==> src/rtl/core_div.sv <==
// rtl/core_div.sv - 32-step restoring divider with register-file write-back
// Signed ops run on magnitudes; sign fix-up is applied on the final step.
module core_div (
   input  logic        clk,
   input  logic        rst,
   input  logic        start_in,
   input  logic [1:0]  op_in,
   input  logic [31:0] dividend_in,
   input  logic [31:0] divisor_in,
   input  logic [4:0]  write_addr_in,
   input  logic        cancel_in,
   output logic        busy_out,
   output logic        we_out,
   output logic [4:0]  write_addr_out,
   output logic [31:0] write_data_out
);

   typedef enum logic [1:0] {IDLE, CALC, DONE} state_t;

   state_t      state_q, state_d;
   logic [4:0]  count_q, count_d;
   logic        op_rem_q, op_rem_d;
   logic [4:0]  addr_q, addr_d;
   logic [31:0] rem_q, rem_d;
   logic [31:0] quo_q, quo_d;
   logic [31:0] div_q, div_d;
   logic        quo_neg_q, quo_neg_d;
   logic        rem_neg_q, rem_neg_d;
   logic        busy_q, busy_d;
   logic        we_q, we_d;
   logic [4:0]  waddr_q, waddr_d;
   logic [31:0] wdata_q, wdata_d;

   logic        in_signed, a_neg, b_neg;
   logic [31:0] a_mag, b_mag;
   logic [32:0] shifted;
   logic        borrow;
   logic [31:0] step_rem, step_quo;
   logic [31:0] q_res, r_res, result;

   assign in_signed = ~op_in[0];
   assign a_neg     = in_signed & dividend_in[31];
   assign b_neg     = in_signed & divisor_in[31];
   assign a_mag     = a_neg ? (~dividend_in + 32'd1) : dividend_in;
   assign b_mag     = b_neg ? (~divisor_in + 32'd1) : divisor_in;

   // Partial remainder stays below the divisor, so the difference always fits 32 bits.
   assign shifted   = {rem_q, quo_q[31]};
   assign borrow    = shifted < {1'b0, div_q};
   assign step_rem  = borrow ? shifted[31:0] : (shifted[31:0] - div_q);
   assign step_quo  = {quo_q[30:0], ~borrow};

   assign q_res     = quo_neg_q ? (~step_quo + 32'd1) : step_quo;
   assign r_res     = rem_neg_q ? (~step_rem + 32'd1) : step_rem;
   assign result    = op_rem_q ? r_res : q_res;

   always_comb begin
      state_d   = state_q;
      count_d   = count_q;
      op_rem_d  = op_rem_q;
      addr_d    = addr_q;
      rem_d     = rem_q;
      quo_d     = quo_q;
      div_d     = div_q;
      quo_neg_d = quo_neg_q;
      rem_neg_d = rem_neg_q;
      we_d      = 1'b0;
      waddr_d   = 5'd0;
      wdata_d   = 32'd0;
      case (state_q)
         IDLE: begin
            if (start_in && !cancel_in) begin
               op_rem_d  = op_in[1];
               addr_d    = write_addr_in;
               rem_d     = 32'd0;
               quo_d     = a_mag;
               div_d     = b_mag;
               quo_neg_d = a_neg ^ b_neg;
               rem_neg_d = a_neg;
               count_d   = 5'd0;
               if (divisor_in == 32'd0) begin
                  state_d = DONE;
                  we_d    = (write_addr_in != 5'd0);
                  if (we_d) begin
                     waddr_d = write_addr_in;
                     wdata_d = op_in[1] ? dividend_in : 32'hFFFF_FFFF;
                  end
               end else begin
                  state_d = CALC;
               end
            end
         end
         CALC: begin
            if (cancel_in) begin
               state_d = IDLE;
            end else begin
               rem_d   = step_rem;
               quo_d   = step_quo;
               count_d = count_q + 5'd1;
               if (count_q == 5'd31) begin
                  state_d = DONE;
                  we_d    = (addr_q != 5'd0);
                  if (we_d) begin
                     waddr_d = addr_q;
                     wdata_d = result;
                  end
               end
            end
         end
         DONE:    state_d = IDLE;
         default: state_d = IDLE;
      endcase
      busy_d = (state_d != IDLE);
   end

   always_ff @(posedge clk) begin
      if (rst) begin
         state_q   <= IDLE;
         count_q   <= 5'd0;
         op_rem_q  <= 1'b0;
         addr_q    <= 5'd0;
         rem_q     <= 32'd0;
         quo_q     <= 32'd0;
         div_q     <= 32'd0;
         quo_neg_q <= 1'b0;
         rem_neg_q <= 1'b0;
         busy_q    <= 1'b0;
         we_q      <= 1'b0;
         waddr_q   <= 5'd0;
         wdata_q   <= 32'd0;
      end else begin
         state_q   <= state_d;
         count_q   <= count_d;
         op_rem_q  <= op_rem_d;
         addr_q    <= addr_d;
         rem_q     <= rem_d;
         quo_q     <= quo_d;
         div_q     <= div_d;
         quo_neg_q <= quo_neg_d;
         rem_neg_q <= rem_neg_d;
         busy_q    <= busy_d;
         we_q      <= we_d;
         waddr_q   <= waddr_d;
         wdata_q   <= wdata_d;
      end
   end

   assign busy_out       = busy_q;
   assign we_out         = we_q;
   assign write_addr_out = waddr_q;
   assign write_data_out = wdata_q;

endmodule
==> config.mk <==
export PLATFORM = sky130hd
export DESIGN_NAME = core_div
export DESIGN_NICKNAME = d
export VERILOG_FILES = /design/src/rtl/core_div.sv
export SDC_FILE = /design/constraint.sdc
export NUM_CORES = 1
export LEC_CHECK = 0
export ABC_CLOCK_PERIOD_IN_PS = 5650
export CORE_MARGIN = 1
export CORE_UTILIZATION = 45
export DETAILED_ROUTE_END_ITERATION = 8
export PLACE_DENSITY = 0.73
export SETUP_SLACK_MARGIN = 0.2
export SYNTH_ARGS = -nofsm -noshare
export SYNTH_HDL_FRONTEND = slang
export SYNTH_SLANG_ARGS = --single-unit
==> constraint.sdc <==
create_clock -name clk -period 5.65 [get_ports clk]
set_input_delay 1.695 -clock clk [delete_from_list [all_inputs] [get_ports clk]]
set_output_delay 1.695 -clock clk [all_outputs]
set_load 0.05 [all_outputs]
==> metrics, run 1 <==
Clock Sinks 150; most common cell after layout, fill and taps aside nor2_1; Die Span Y approximately 160 µm; cell taking the most area after synthesis dfxtp_1; Critical Path AT 5090 ps; maximum vdd drop around 0.17 mV; Critical Path Source Type primary input; combinational power share between 20% and 30%; fin nets about 1700; Hold Path Class reg2reg; Initial Util 46.2%; DR WL/cell approximately 17 µm; crit end category flop; Final Hold Vio Count 0; share of the synthesized area in the top cell type a little over a quarter; CTS tree built; Seq cells post-synth 150; footprint of the multi-input gates between 0.007 and 0.008 mm²; CP delay by family, top simple AND/OR/NAND/NOR gates; via count between 10000 and 15000; setup_tns 0 ps; layout cells sized above 1 roughly 5.8%; cell area after layout ~0.013 mm²; max_slew headroom between 30% and 40%; count of cell types in the netlist 86; synthesized area per cell 7.33 µm²; pwr dens ~230 mW/mm²; vias in the first global route about 11000; CTS root buf clkbuf_16; final worst-path cycle share between 80 and 90%; total congestion overflow 0; wirelength, routed around 34 mm; top_reg_cell synth dfxtp_1; DIE AREA approximately 0.026 mm²; crit-path max FO 5; clk_lat worst skew roughly 440 ps; register area share after synthesis approximately a quarter; Seq. cell area between 0.003 and 0.004 mm²; slowest stage cell, crit path or3b_2; maxcap violations 0; FFs w/ async S/R, synth 0%; pin count of the biggest net entering global routing 73; Cell Count, Final, Fillers Out 1935; Peak Freq about 210 MHz; leakage approximately 4.9 nW; TritonRoute pass-1 iters 6; r2r setup slk 970 ps; vias per cell just under 6; Worst Path Buf+Inv 1; Fillers 2283; placed insts ~1900; I/O Buffers approximately 110; io pins 114; fin util a little over half; Rows 57; Setup violations, final 0; Worst Clk Skew approximately 13 ps; dpl cell area 0.0126 mm²; area of the mapped netlist between 0.01 and 0.015 mm²; Int Pwr ~2.1 mW; post-CTS setup buffers 0; PostCTS Resize Cnt 0; CTS Buffer Depth 2; Clock Power Share 40.1%; Clock transition at path regs roughly 70 ps; top post-synthesis cells by area dfxtp_1 (27%), nor2_1 (7.0%), a21oi_1 (5.9%); Antenna diodes 0; Critical Path RT around 6000 ps; DR iter-0 viols just over 900; Post-Syn Instances about 1500; sw frac 32.6%; Tmin final ~4800 ps; status complete, no violations; Slew @ Worst Pin around 1000 ps; commonest cells after routing, fill and taps aside nor2_1 (209), nand2_1 (151), dfxtp_1 (150), a21oi_1 (133); post-route antenna net violation count 0; initial antenna violation count 0; H-tree Lvls 4; syn nets roughly 1700; EDFF count, synth 0; DP HPWL roughly 25 mm; gpl congestion 0.903; CTS Hold Buffers Added 0; RSZ-0062 raised after global routing no; P_sw between 1 and 1.5 mW; Num CTS Buffers 17; share of total power in sequential cells 36.7%; Worst path max stage delay 540 ps; Setup Crit Path Kind in2reg; GRT Util Overall 26.4%; Synthesis Warnings 0; die width ~160 µm; Area Overhead vs Synth 17.1%; Critical Path, Cell by Cell clkdlybuf4s50_1 -> nor4_1 -> or3b_2 -> or3_4 -> nor4_4 -> nand2_1 -> or4_1 -> o41ai_1 -> xor2_1 -> a211oi_1 -> a21oi_1 -> nor2_1; first-pass GRT wire length between 50 and 60 mm; Core Area 0.0245 mm²; total power ~3.1 mW; drc violations 0; Slew Limit Fails 0
-- area by class of cell --
class	count	share of cell area, %
clock buffers	17	3.21
clock inverters	15	1.61
inverters	54	1.53
multi-input cells	1244	58.3
flip-flops and latches	150	22.7
well taps	324	3.06
repair buffers	131	9.64
-- cell usage after synthesis, types with 4 or more instances --
cell        n
o211ai_1   28
or2_2       8
a22oi_1    19
o311ai_0    4
xor2_1     52
clkbuf_1   72
a31oi_1    14
nand2b_1   12
a21o_1     12
and3_1      9
o21ai_0   112
mux2i_1    16
nor3_1     40
a21oi_1   133
or4_4       4
nor2_1    210
or4_1      11
nor4_1     15
nand3b_1    6
dfxtp_1   150
nand4_1    16
o21ai_1     4
o21a_1      9
ha_1       38
a311oi_1   11
nand3_1    25
and4_1      4
o41ai_1    12
nor2b_1    16
a211o_1     6
a211oi_1   63
inv_1      53
o31ai_1    20
or3_1      20
buf_2      11
nand2_1   151
xnor2_1    72
buf_1       4
and2_1      4
-- cells by family (layout without fill, tap and decap cells) --
logic type / count (synthesis) / count (layout) / synth area share (%)
xor+xnor: 124 / 124 / 9.61
flops: 150 / 150 / 26.6
mux: 17 / 17 / 1.52
fa+ha+maj: 39 / 39 / 4.38
simple gates: 573 / 573 / 24.2
compound gates: 491 / 491 / 28.4
buf+inv: 149 / 217 / 5.34
-- per-layer routing --
layer / part of all wire (%) / vias to the layer above / routed length (µm) / global-route usage, %
li1: - / 5698 / - / -
met1: 46 / 5356 / 15400 / 35.5
met2: 47 / 345 / 15700 / 43.4
met3: 5.0 / 44 / 1680 / 3.85
met4: 2.1 / 0 / 718 / 8.01
met5: 0 / - / 0 / 0
-- worst min-delay path, stage by stage (launching register included) --
cell and delay [ps]:
dfxtp_1 320, nand2_1 60, a21oi_1 50
-- through the flow --
stage	hold WS, ps	worst slack (ps)
after global placement	454	468
after detailed placement	467	424
after floorplan	432	856
after global routing	490	572
final	469	874
after CTS	477	892
-- power by group through the flow --
stage          clock [mW]  sequential, mW  combinational, mW
3_3_place_gp            0            1.16              0.690
4_1_cts              1.26            1.14              0.706
3_5_place_dp            0            1.16              0.702
6_report             1.24            1.14              0.717
5_1_grt              1.30            1.14              0.791
2_1_floorplan           0            1.15              0.505
-- registers in the layout (all words and copies together), names as in the netlist --
signal          count
div_q              32
quo_q              32
rem_q              32
write_data_out     32
addr_q              5
count_q             5
write_addr_out      5
state_q             2
busy_out            1
op_rem_q            1
quo_neg_q           1
rem_neg_q           1
we_out              1
-- worst paths after layout --
| path | start | endpoint | cells after the start |
|---|---|---|---|
| worst max-delay path | dividend_in[4] | quo_q[30] | 12 |
| worst min-delay path | div_q[0] | div_q[0] | 2 |
| worst max register to register | div_q[16] | write_data_out[24] | 17 |
| worst min register to register | div_q[0] | div_q[0] | 2 |
Note: power is estimated with default switching activity, not from simulation.
==> inputs of run 2 (changes only) <==
Settings changed: ABC_CLOCK_PERIOD_IN_PS 5650 to 4750.
Clock period 5.65 ns to 4.75 ns, I/O delays scaled along.
==> metrics, run 2 (same netlist as run 1, synthesis figures left out) <==
status complete, no violations; RSZ-0062 raised after global routing yes; Slew @ Worst Pin about 1000 ps; Area Overhead vs Synth 18.8%; DIE AREA 0.0258 mm²; CTS root buf clkbuf_16; Initial Util a little under half; vias per cell ~6; Die Span Y 160 µm; initial antenna violation count 1; final worst setup slack between 300 and 400 ps; I/O Buffers roughly 110; maxcap violations 0; Worst Path Buf+Inv 2; Met1 Wirelength between 10 and 15 mm; GRT Util Overall a little over a quarter; wirelength, routed around 34 mm; CP delay by family, top simple AND/OR/NAND/NOR gates; max_slew headroom between 30% and 40%; most common cell after layout, fill and taps aside nor2_1; vias in the first global route between 10000 and 15000; Cell Count, Final, Fillers Out between 1500 and 2000; maximum vdd drop about 0.24 mV; Critical Path Source Type flop; crit-path max FO 12; Setup violations, final 0; metal3 WL about 2.0 mm; R2R depth 16; post-route antenna net violation count 0; Critical Path RT ~5100 ps; Worst Hold End rem_neg_q; Tmin final between 4000 and 5000 ps; Num CTS Buffers 17; placed insts about 1900; slowest stage cell, crit path or4b_4; pwr dens roughly 270 mW/mm²; Critical Path, Cell by Cell ha_1 -> a21oi_1 -> o21ai_0 -> nand2b_1 -> a211o_1 -> nand2_4 -> inv_2 -> ha_1 -> inv_1 -> or4b_4 -> or4_4 -> or3_4 -> o31ai_4 -> xnor2_1 -> a21boi_1 -> o21ai_1; layout cells sized above 1 under 10%; CTS Hold Buffers Added 0; uppermost routed layer met5; worst hold stages 2; pin count of the biggest net entering global routing 73; Clock transition at path regs about 60 ps; Antenna diodes 0; DR WL/cell approximately 17 µm; met2 routed WL between 15 and 20 mm; Critical Path Most Common Cell ha_1; footprint of the multi-input gates roughly 0.0077 mm²; Worst path max stage delay approximately 530 ps; pre-CTS setup slack 24.7 ps; fin util a little over half; Clock Sinks 150; critical hold path startpoint rem_neg_q; Worst Clk Skew roughly 13 ps; die width 160 µm; CTS tree built; first-pass GRT wire length ~55 mm; DP HPWL around 25 mm; Final Hold Vio Count 0; Fillers 2282; Setup Crit Path Kind reg2reg; Core Area roughly 0.024 mm²; Critical Path AT 4680 ps; Hold Worst Slack approximately 470 ps; Rows 57; gpl congestion 0.929; r2r setup slk roughly 380 ps; H-tree Lvls 4; io pins roughly 110; via count around 12000; DR iter-0 viols between 1000 and 1500; r2r startpoint rem_q[7]; final worst-path cycle share 91.9%; drc violations 0; Peak Freq approximately 230 MHz; Seq. cell area 0.00300 mm²; TritonRoute pass-1 iters 5; Slew Limit Fails 0; leakage roughly 5.0 nW; crit end category flop; Hold Path Class reg2reg; CTS Buffer Depth 2; fin nets about 1700; R2R Path End write_data_out[28]; commonest cells after routing, fill and taps aside nor2_1 (209), nand2_1 (151), dfxtp_1 (150), a21oi_1 (131), clkdlybuf4s50_1 (112); clk_lat worst skew approximately 440 ps; total congestion overflow 0; setup_tns 0 ps
-- run 2: changes by cell type in the layout (fill, tap and decap cells not counted), sizes merged --
cell	before	now
bufinv	3	2
clkbuf	17	18
clkinv	4	2
buf	19	46
inv	60	61
clkinvlp	2	3
-- run 2: worst max-delay path by stage --
stage,startpoint,to,slack [ps],cells after the start
after floorplan,div_q[26],write_data_out[28],200,21
after global placement,dividend_in[5],quo_q[30],20,12
after detailed placement,dividend_in[5],quo_q[30],20,12
after CTS,rem_q[19],write_data_out[28],360,16
after global routing,div_q[8],write_data_out[30],170,17
final,rem_q[7],write_data_out[28],380,16
-- run 2: timing repair --
action / CTS / global route
endpoints found under the setup margin: 0 / 9
gates resized for setup: 0 / 8
setup buffers: 0 / 1
-- run 2: layout make-up --
cell class              instances  area share, %
well taps                     324           3.02
flip-flops and latches        150           22.4
clock buffers                  18           3.20
multi-input cells            1244           57.7
clock inverters                14           1.23
inverters                      54           1.51
repair buffers                158           11.0
-- run 2: layer usage --
layer / global-route usage [%] / vias to the layer above
met3: 3.90 / 78
met2: 43.6 / 426
met4: 10.0 / 2
met1: 34.1 / 5498
li1: - / 5750
met5: 0 / -
-- run 2: per-stage QoR --
step | power (mW) | cell area, µm²
after floorplan | 1.97 | 11300
after global placement | 2.21 | 12800
after detailed placement | 2.23 | 12800
after CTS | 3.63 | 13400
after global routing | 3.79 | 13400
final | 3.64 | 13400
-- run 2: tightest hold or removal path: stages, from the launching register on --
cell	delay, ps
dfxtp_1	320
nand2_1	50
a21oi_1	50
-- run 2: power by group --
part           switching (mW)  total (mW)  internal [mW]
logic                   0.533       0.879          0.346
registers              0.0505        1.35           1.30
clock network           0.615        1.41          0.792
==> inputs of run 3 (changes only) <==
Settings changed: ABC_AREA set to 0, SETUP_SLACK_MARGIN 0.2 to 0.5.
==> metrics, run 3 (same netlist as run 1, synthesis figures left out) <==
status complete, no violations; clk_lat worst skew ~440 ps; vias in the first global route around 11000; Slew @ Worst Pin 1050 ps; Clock Sinks 150; Worst Clk Skew between 10 and 15 ps; Hold Worst Slack between 400 and 500 ps; DP HPWL approximately 26 mm; first-pass GRT wire length about 56 mm; CTS root buf clkbuf_16; Critical Path AT 4420 ps; Rows 57; DR WL/cell about 18 µm; maxcap violations 0; gpl congestion 0.899; total power roughly 3.6 mW; initial antenna violation count 1; pwr dens 260 mW/mm²; fin nets about 1800; Critical Path Source Type flop; Tmin final about 4100 ps; setup_tns 0 ps; Peak Freq roughly 240 MHz; maximum vdd drop 0.206 mV; most common cell after layout, fill and taps aside nor2_1; Initial Util roughly 46%; pin count of the biggest net entering global routing between 60 and 70; io pins roughly 110; final worst-path cycle share 86.5%; H-tree Lvls 4; layout cells sized above 1 about an eighth; metal3 WL about 2.1 mm; commonest cells after routing, fill and taps aside nor2_1 (207), nand2_1 (150), dfxtp_1 (136), a21oi_1 (125), o21ai_0 (108); Final Hold Vio Count 0; post-route antenna net violation count 0; Antenna diodes 0; crit end category flop; Setup violations, final 0; final worst setup slack 642 ps; Setup Crit Path Kind reg2reg; DR iter-0 viols 968; uppermost routed layer met5; Area Overhead vs Synth 22.8%; leakage between 5 and 6 nW; Core Area 0.0245 mm²; RSZ-0062 raised after global routing yes; TritonRoute pass-1 iters 5; crit-path max FO 7; GRT Util Overall a little over a quarter; via count about 12000; pre-CTS setup slack -8.77 ps; Clock transition at path regs approximately 70 ps; drc violations 0; fin util a little under three fifths; Num CTS Buffers 17; CTS tree built; total congestion overflow 0; Die Span Y about 160 µm; Slew Limit Fails 0; wirelength, routed 34.7 mm; die width about 160 µm; max_slew headroom a little under a third; met2 routed WL ~16 mm; DIE AREA between 0.02 and 0.03 mm²; Hold Path Class reg2reg; Critical Path RT between 5000 and 6000 ps; CTS Buffer Depth 2; I/O Buffers ~110; Met1 Wirelength 15.3 mm; vias per cell ~6.0
-- run 3: cell types whose count changed in the layout (fill, tap and decap cells not counted), moves of 3 or more --
cell,previous run,this run
ha_1,37,14
dfxtp_1,150,136
dfxtp_2,0,14
ha_4,0,13
buf_4,45,57
clkdlybuf4s50_1,112,101
dlymetal6s2s_1,0,11
ha_2,1,11
a21oi_1,131,125
a21oi_2,5,9
inv_1,52,49
inv_2,1,4
mux2i_1,16,13
mux2i_2,0,3
-- run 3: path summary, 6_finish.rpt --
check / start / end / slack (ps) / cells after the start
min reg2reg: div_q[22] / div_q[22] / 460 / 2
max reg2reg: div_q[31] / write_data_out[28] / 640 / 16
min: div_q[22] / div_q[22] / 460 / 2
max: div_q[31] / write_data_out[28] / 640 / 16
-- run 3: critical path, cell delays in order (launching register included) --
cell	delay [ps]
dfxtp_2	360
inv_2	60
ha_4	210
and4b_2	290
a2111oi_4	450
o221a_4	300
nand2_4	110
inv_2	100
ha_4	140
inv_2	80
or4b_4	530
or4_4	470
or3_4	390
o31ai_4	180
xnor2_1	100
a21boi_1	140
o21ai_1	80
-- run 3: area by class of cell --
| class | instances | area [µm²] |
|---|---|---|
| Clock inverter | 14 | 115 |
| Tap cell | 324 | 405 |
| Inverter | 54 | 203 |
| Fill cell | 2256 | 10600 |
| Timing Repair Buffer | 170 | 1600 |
| Sequential cell | 150 | 3020 |
| Clock buffer | 18 | 439 |
| Multi-Input combinational cell | 1244 | 8100 |
-- run 3: repair_timing --
action | CTS | global route
gates resized for setup | 8 | 84
hold buffers | 0 | 0
cloned | 0 | 0
setup endpoints to repair | 7 | 17
pin swaps | 3 | 23
buffers inserted | 3 | 7
-- run 3: power breakdown --
part	leakage (nW)	switching [mW]	total (mW)	internal, mW
Sequential	1.23	0.0505	1.35	1.30
Combinational	3.69	0.555	0.934	0.379
Clock	0.264	0.623	1.32	0.696
Total	5.18	1.23	3.61	2.38
-- run 3: metrics by stage --
stage               area (µm²)  std cells
floorplan                11400       1543
global placement         12900       1932
detailed placement       12900       1932
CTS                      13500       1967
global route             13900       1974
finish                   13900       1974
-- run 3: routing by layer --
metal | track usage (%) | vias up
li1 | - | 5769
met1 | 34.9 | 5558
met2 | 44.1 | 404
met3 | 4.55 | 72
met4 | 9.35 | 2
met5 | 0 | -
==> variant 1: new RTL, settings of run 1 <==
Make the reset (`rst`) asynchronous in one clocked block.
--- a/src/rtl/core_div.sv
+++ b/src/rtl/core_div.sv
@@ -115,3 +115,3 @@
 
-   always_ff @(posedge clk) begin
+   always_ff @(posedge clk or posedge rst) begin
       if (rst) begin
Formal check against the unedited RTL: differs if rst is asserted again (counterexample within 4 cycles, from zero or initial values and one cycle with rst high); with rst held inactive, the same outputs for 10 cycles.
==> variant 1 against run 1 <==
Worst setup slack worse by 0.21 ns; die area is 1.7% higher; wire length is 1.7% lower; sequential cell count stayed put; cell area is 2.5% higher; area after synthesis is 1.7% higher; highest routed layer unchanged.
Power is not compared: it rests on default switching activity, and its combinational part moved more than twofold at a synthesized area within 25%.
==> variant 1: results (changes against run 1) <==
Worst Clk Skew=0.0113 ns (was 0.0125 ns); DRT Wirelength=33.0 mm (was 33.5 mm); Filler Cell Count=2369 (was 2283); Max IR drop VDD=0.000347 V; end point of the worst hold path=div_q[24] (was div_q[0]); hold path depth=2 (unchanged); number of synthesis warnings=0 (unchanged); Inserted Clock Buffers=17 (unchanged); number of H-tree levels=4 (unchanged); maximum number of pins on one net before global-route repair=80 (was 73); setup fix buffers added after clock tree synthesis=0 (unchanged); wire length of the first global-routing pass=53.4 mm (was 55.4 mm); flip-flop cell with the highest count after synthesis=dfrtp_1 (was dfxtp_1); first-pass iteration count of the detailed router=6 (unchanged); total leakage power=5.65 nW; tightest hold margin=0.477 ns (was 0.469 ns); Clk pin slew, worst setup/hold paths=0.06 ns; commonest cells in the netlist=219 x nand2_1, 163 x o21ai_0, 150 x dfrtp_1 (was 210 x nor2_1, 151 x nand2_1, 150 x dfxtp_1); run status=complete, no violations (unchanged); Post-synth ARST share=100% (was 0%); Max Root-Sink Buffers=2 (unchanged); Clk Latency, worst-skew pair=0.44 ns (about the same); startpoint of the worst hold path=div_q[24] (was div_q[0]); Clk Tree Root Cell=clkbuf_16 (unchanged); part of the Yosys area used for sequential elements=32.6% (was 26.6%); worst setup slack after placement=0.336 ns (was 0.424 ns); CTS-repair resized insts=0 (unchanged); worst min path class=reg -> reg (unchanged); cell total after placement=1843 (was 1903); post-synthesis instance total=1458 (was 1543); antenna diode instance count=0 (unchanged); initial antenna violation count=0 (unchanged); total placed instance area=12900 µm² (was 12600 µm²); destination of the critical timing path=write_data_out[24] (was quo_q[30]); vias=11100 (was 11400); Synth cell types=74 (was 86); sum of net half-perimeters after detailed placement=24.4 mm (was 25.1 mm); total nets after synthesis=1572 (was 1657); Routed WL per cell=17.6 µm (was 17.3 µm); detailed router's first-iteration violation count=788 (was 932); top area cells in the synthesized netlist=dfrtp_1 33%, nand2_1 7.1%, o21ai_0 7.1%, xnor2_1 5.9%, a21oi_1 4.9% (was dfxtp_1 27%, nor2_1 7.0%, a21oi_1 5.9%, xnor2_1 5.6%, nand2_1 5.0%); Slew HR=17.8% (was 31.7%); least setup slack across all paths after layout=0.665 ns (was 0.874 ns); share of layout cells above drive strength 1=4.85% (was 5.83%); All-Layer GR Usage=25.5% (was 26.4%); biggest fanout along the worst timing path=60 (was 5); count of cells along the worst register-to-register path=17 (unchanged); Worst Setup SP=rem_q[13] (was dividend_in[4]); number of buffers added on ports=113 (unchanged); weighted congestion at the end of routability-driven global placement=0.920 (was 0.903)
## variant 1: cell count changes after synthesis, sizes merged, moves of 51 or more
cell           run 1  this run
a211oi            63         9
o21ai            118       169
dfrtp              0       150
dfxtp            150         0
nor2             210       110
nand2            152       219
## variant 1: cell families after synthesis
kind of cell / share of synthesized area [%]
xor+xnor: 10.1
flops: 32.6
mux: 2.13
compound gates: 25.2
buf+inv: 4.15
fa+ha+maj: 4.31
simple gates: 21.5
## variant 1: critical path, cell delays in order, from the launching register on
cell,delay (ns)
dfrtp_1,0.44
ha_1,0.43
a21oi_1,0.12
o21ai_0,0.47
a21oi_1,0.17
o221a_2,0.35
nand2_2,0.12
buf_6,0.43
nand2_1,0.09
o21ai_0,0.17
ha_1,0.32
nand4b_1,0.23
nor4_1,0.29
o211ai_1,0.22
or3_1,0.41
o21ai_0,0.21
xor2_1,0.20
o221ai_1,0.13
## variant 1: metal layers
| metal | global-route usage, % | vias up | part of all wire [%] |
|---|---|---|---|
| li1 | - | 5379 | - |
| met1 | 32.5 | 5310 | 43 |
| met2 | 43.9 | 340 | 50 |
| met3 | 4.16 | 64 | 4.6 |
| met4 | 8.28 | 0 | 2.6 |
| met5 | 0 | - | 0 |
## variant 1: area by class of cell
cell class                 instances  area, µm²  share of cell area, %
inverter                          51        195                   1.44
sequential                       150       3750                   27.7
multi-input combinational       1182       7290                   53.8
clock buffer                      18        439                   3.24
tap                              330        413                   3.04
clock inverter                    14        199                   1.47
timing repair buffer             130       1270                   9.40
## variant 1: power by group
part | leakage [nW] | internal [W] | switching [W]
clock | 0.305 | 0.000756 | 0.000502
sequential | 1.97 | 0.00129 | 0.000309
combinational | 3.38 | 0.00160 | 0.00261
==> variant 2: new RTL, flow settings as in run 1 <==
Without the edit above. The output `write_data_out` loses its register stage (`wdata_q` becomes a continuous assignment).
--- a/src/rtl/core_div.sv
+++ b/src/rtl/core_div.sv
@@ -129,3 +129,2 @@
          waddr_q   <= 5'd0;
-         wdata_q   <= 32'd0;
       end else begin
@@ -143,5 +142,6 @@
          waddr_q   <= waddr_d;
-         wdata_q   <= wdata_d;
       end
    end
+
+   assign wdata_q = wdata_d;
 
Formal check against the unedited RTL: not equivalent (a bounded check fails within 4 cycles, from zero or initial values and one cycle with rst high).
==> variant 2 against run 1 <==
The run now ends with negative setup slack left; cell area is 19% higher; area after synthesis is 6.3% lower; sequential cell count is 32 lower; die area is 6.2% lower; worst setup slack worse by 1.5 ns; first-iteration DRC count is 18% higher; wire length is 16% higher; critical path depth is 6 higher; worst hold slack worse by 0.015 ns; total power is 3.1% lower.
==> variant 2: results (changes against run 1) <==
commonest cells in the netlist=221 x nor2_1, 157 x a21oi_1, 126 x nand2_1 (was 210 x nor2_1, 151 x nand2_1, 150 x dfxtp_1); net count reported at finish=1906 (was 1712); Synth cell types=80 (was 86); number of buffers added on ports=113 (unchanged); Clk pin slew, worst setup/hold paths=0.06 ns; switching power=0.00104 W (was 0.00101 W); tightest hold margin=0.454 ns (was 0.469 ns); register bit total from synthesis=118 (was 150); Filler Cell Count=1877 (was 2283); arithmetic-cell share of the synthesized area counting full adders, half adders and majority gates=4.68% (was 4.38%); initial antenna violation count=1 (was 0); largest registers in the final layout=div_q x32, quo_q x32, rem_q x32; total nets after synthesis=1626 (was 1657); maximum number of pins on one net before global-route repair=112 (was 73); sum of net half-perimeters after detailed placement=28.1 mm (was 25.1 mm); weighted congestion at the end of routability-driven global placement=0.962 (was 0.903); wire length of the first global-routing pass=61.5 mm (was 55.4 mm); compound-cell area share of the yosys netlist=29.4% (was 28.4%); first-pass iteration count of the detailed router=5 (was 6); count of cells along the worst register-to-register path=18 (was 17); worst slew pin tran=1.24 ns (was 1.02 ns); via count of the first global-routing pass=11900 (was 10900); part of the Yosys area used for sequential elements=22.3% (was 26.6%); Inserted Clock Buffers=17 (unchanged); Max Root-Sink Buffers=2 (unchanged); startpoint of the worst hold path=div_q[31] (was div_q[0]); Clk Latency, worst-skew pair=0.43 ns; run status=finished, violations left (was complete, no violations); Reg2Reg Setup Slack=2.19 ns (was 0.97 ns); end point of the worst hold path=div_q[31] (was div_q[0]); setup violators final=32 (was 0); arrival time of the worst setup path=4.54 ns (was 5.09 ns); top area cells in the synthesized netlist=dfxtp_1 22%, nor2_1 7.8%, a21oi_1 7.4%, xnor2_1 6.0%, xor2_1 5.0% (was dfxtp_1 27%, nor2_1 7.0%, a21oi_1 5.9%, xnor2_1 5.6%, nand2_1 5.0%); detailed router's first-iteration violation count=1102 (was 932); All-Layer GR Usage=32.2% (was 26.4%); worst min path class=reg -> reg (unchanged); Clk Tree Root Cell=clkbuf_16 (unchanged); total leakage power=6.22 nW (was 4.90 nW); Post-synth ARST share=0% (unchanged); Via-to-Cell Ratio=5.94 (was 5.91); DRT Wirelength=38.9 mm (was 33.5 mm); parity-gate share of the synthesized area counting xor and xnor cells=11.0% (was 9.61%); share of layout cells above drive strength 1=28.3% (was 5.83%); biggest fanout along the worst timing path=4 (was 5); Max IR drop VDD=0.000137 V (was 0.000169 V); Worst Clk Skew=0.0128 ns (was 0.0125 ns); number of synthesis warnings=0 (unchanged); violated checks=negative setup slack; hold path depth=2 (unchanged); multiplexer area fraction after synthesis=1.71% (was 1.52%); Critical R2R Launch=div_q[14] (was div_q[16]); number of H-tree levels=4 (unchanged); r2r endpoint=rem_q[24] (was write_data_out[24]); least setup slack across all paths after layout=-0.582 ns (was 0.874 ns)
## variant 2: kinds of logic (layout without fill, tap and decap cells)
group | count (synthesis) | count (layout)
buffers and inverters | 162 | 451
DFF | 118 | 118
adders and majority gates | 39 | 39
muxes | 18 | 18
xor gates and xnor gates | 133 | 133
other | 0 | 1
AOI/OAI and AO/OA | 483 | 486
and+or+nand+nor | 559 | 559
## variant 2: how the worst max path moves through the flow
stage,slack (ns),endpoint,depth (start not counted),startpoint
4_1_cts,-0.47,write_data_out[31],18,quo_q[31]
2_1_floorplan,-0.17,write_data_out[26],20,div_q[14]
3_3_place_gp,-0.75,write_data_out[10],11,divisor_in[19]
6_report,-0.58,write_data_out[31],18,div_q[0]
3_5_place_dp,-0.81,write_data_out[0],12,divisor_in[19]
5_1_grt,-0.66,write_data_out[30],19,div_q[14]
## variant 2: critical path, stage by stage, from the launching register on
cell,delay [ns]
dfxtp_4,0.40
ha_4,0.16
inv_2,0.04
fa_2,0.35
a21o_1,0.19
a221o_1,0.38
buf_6,0.15
a41oi_4,0.22
buf_6,0.14
xnor2_2,0.06
o21bai_4,0.18
o41ai_2,0.36
o221ai_2,0.18
or3_4,0.44
o31ai_4,0.27
xor2_1,0.10
buf_4,0.16
o21ai_4,0.16
buf_12,0.15
## variant 2: metrics by stage
stage	power, W	cell area, µm²	std cells	setup TNS [ns]	setup WS (ns)
global placement	0.00178	14200	2049	-22.51	-0.754
floorplan	0.00145	11200	1512	-3.82	-0.169
global route	0.00312	15700	2117	-15.85	-0.663
finish	0.00300	15700	2118	-12.48	-0.582
CTS	0.00295	15500	2107	-10.89	-0.473
detailed placement	0.00179	14200	2049	-23.86	-0.806
## variant 2: final cells by class
type	instances	share of cell area, %
timing repair buffer	359	21.5
clock buffer	17	2.71
clock inverter	14	0.972
sequential	118	15.2
multi-input combinational	1235	55.6
antenna	1	0.0159
inverter	61	1.47
tap	313	2.49
## variant 2: metal layers
metal / wire length [µm] / GRT usage, %
met1: 16300 / 40.3
met3: 2550 / 4.87
met2: 18600 / 54.2
met5: 0 / 0
met4: 1540 / 15.2
## variant 2: power groups by stage
| stage | Clock, W | Combinational (W) | Sequential, W |
|---|---|---|---|
| final | 0.00110 | 0.000989 | 0.000911 |
| after global routing | 0.00114 | 0.00107 | 0.000915 |
| after CTS | 0.00110 | 0.000937 | 0.000909 |
| after detailed placement | 0 | 0.000869 | 0.000926 |
| after global placement | 0 | 0.000857 | 0.000924 |
| after floorplan | 0 | 0.000535 | 0.000915 |
## variant 2: repair_timing
item                                    CTS  global route
buffers inserted                         24            10
pin swaps                                57            50
resized for setup                       115            40
gates cloned                              3             0
endpoints found under the setup margin   32            32
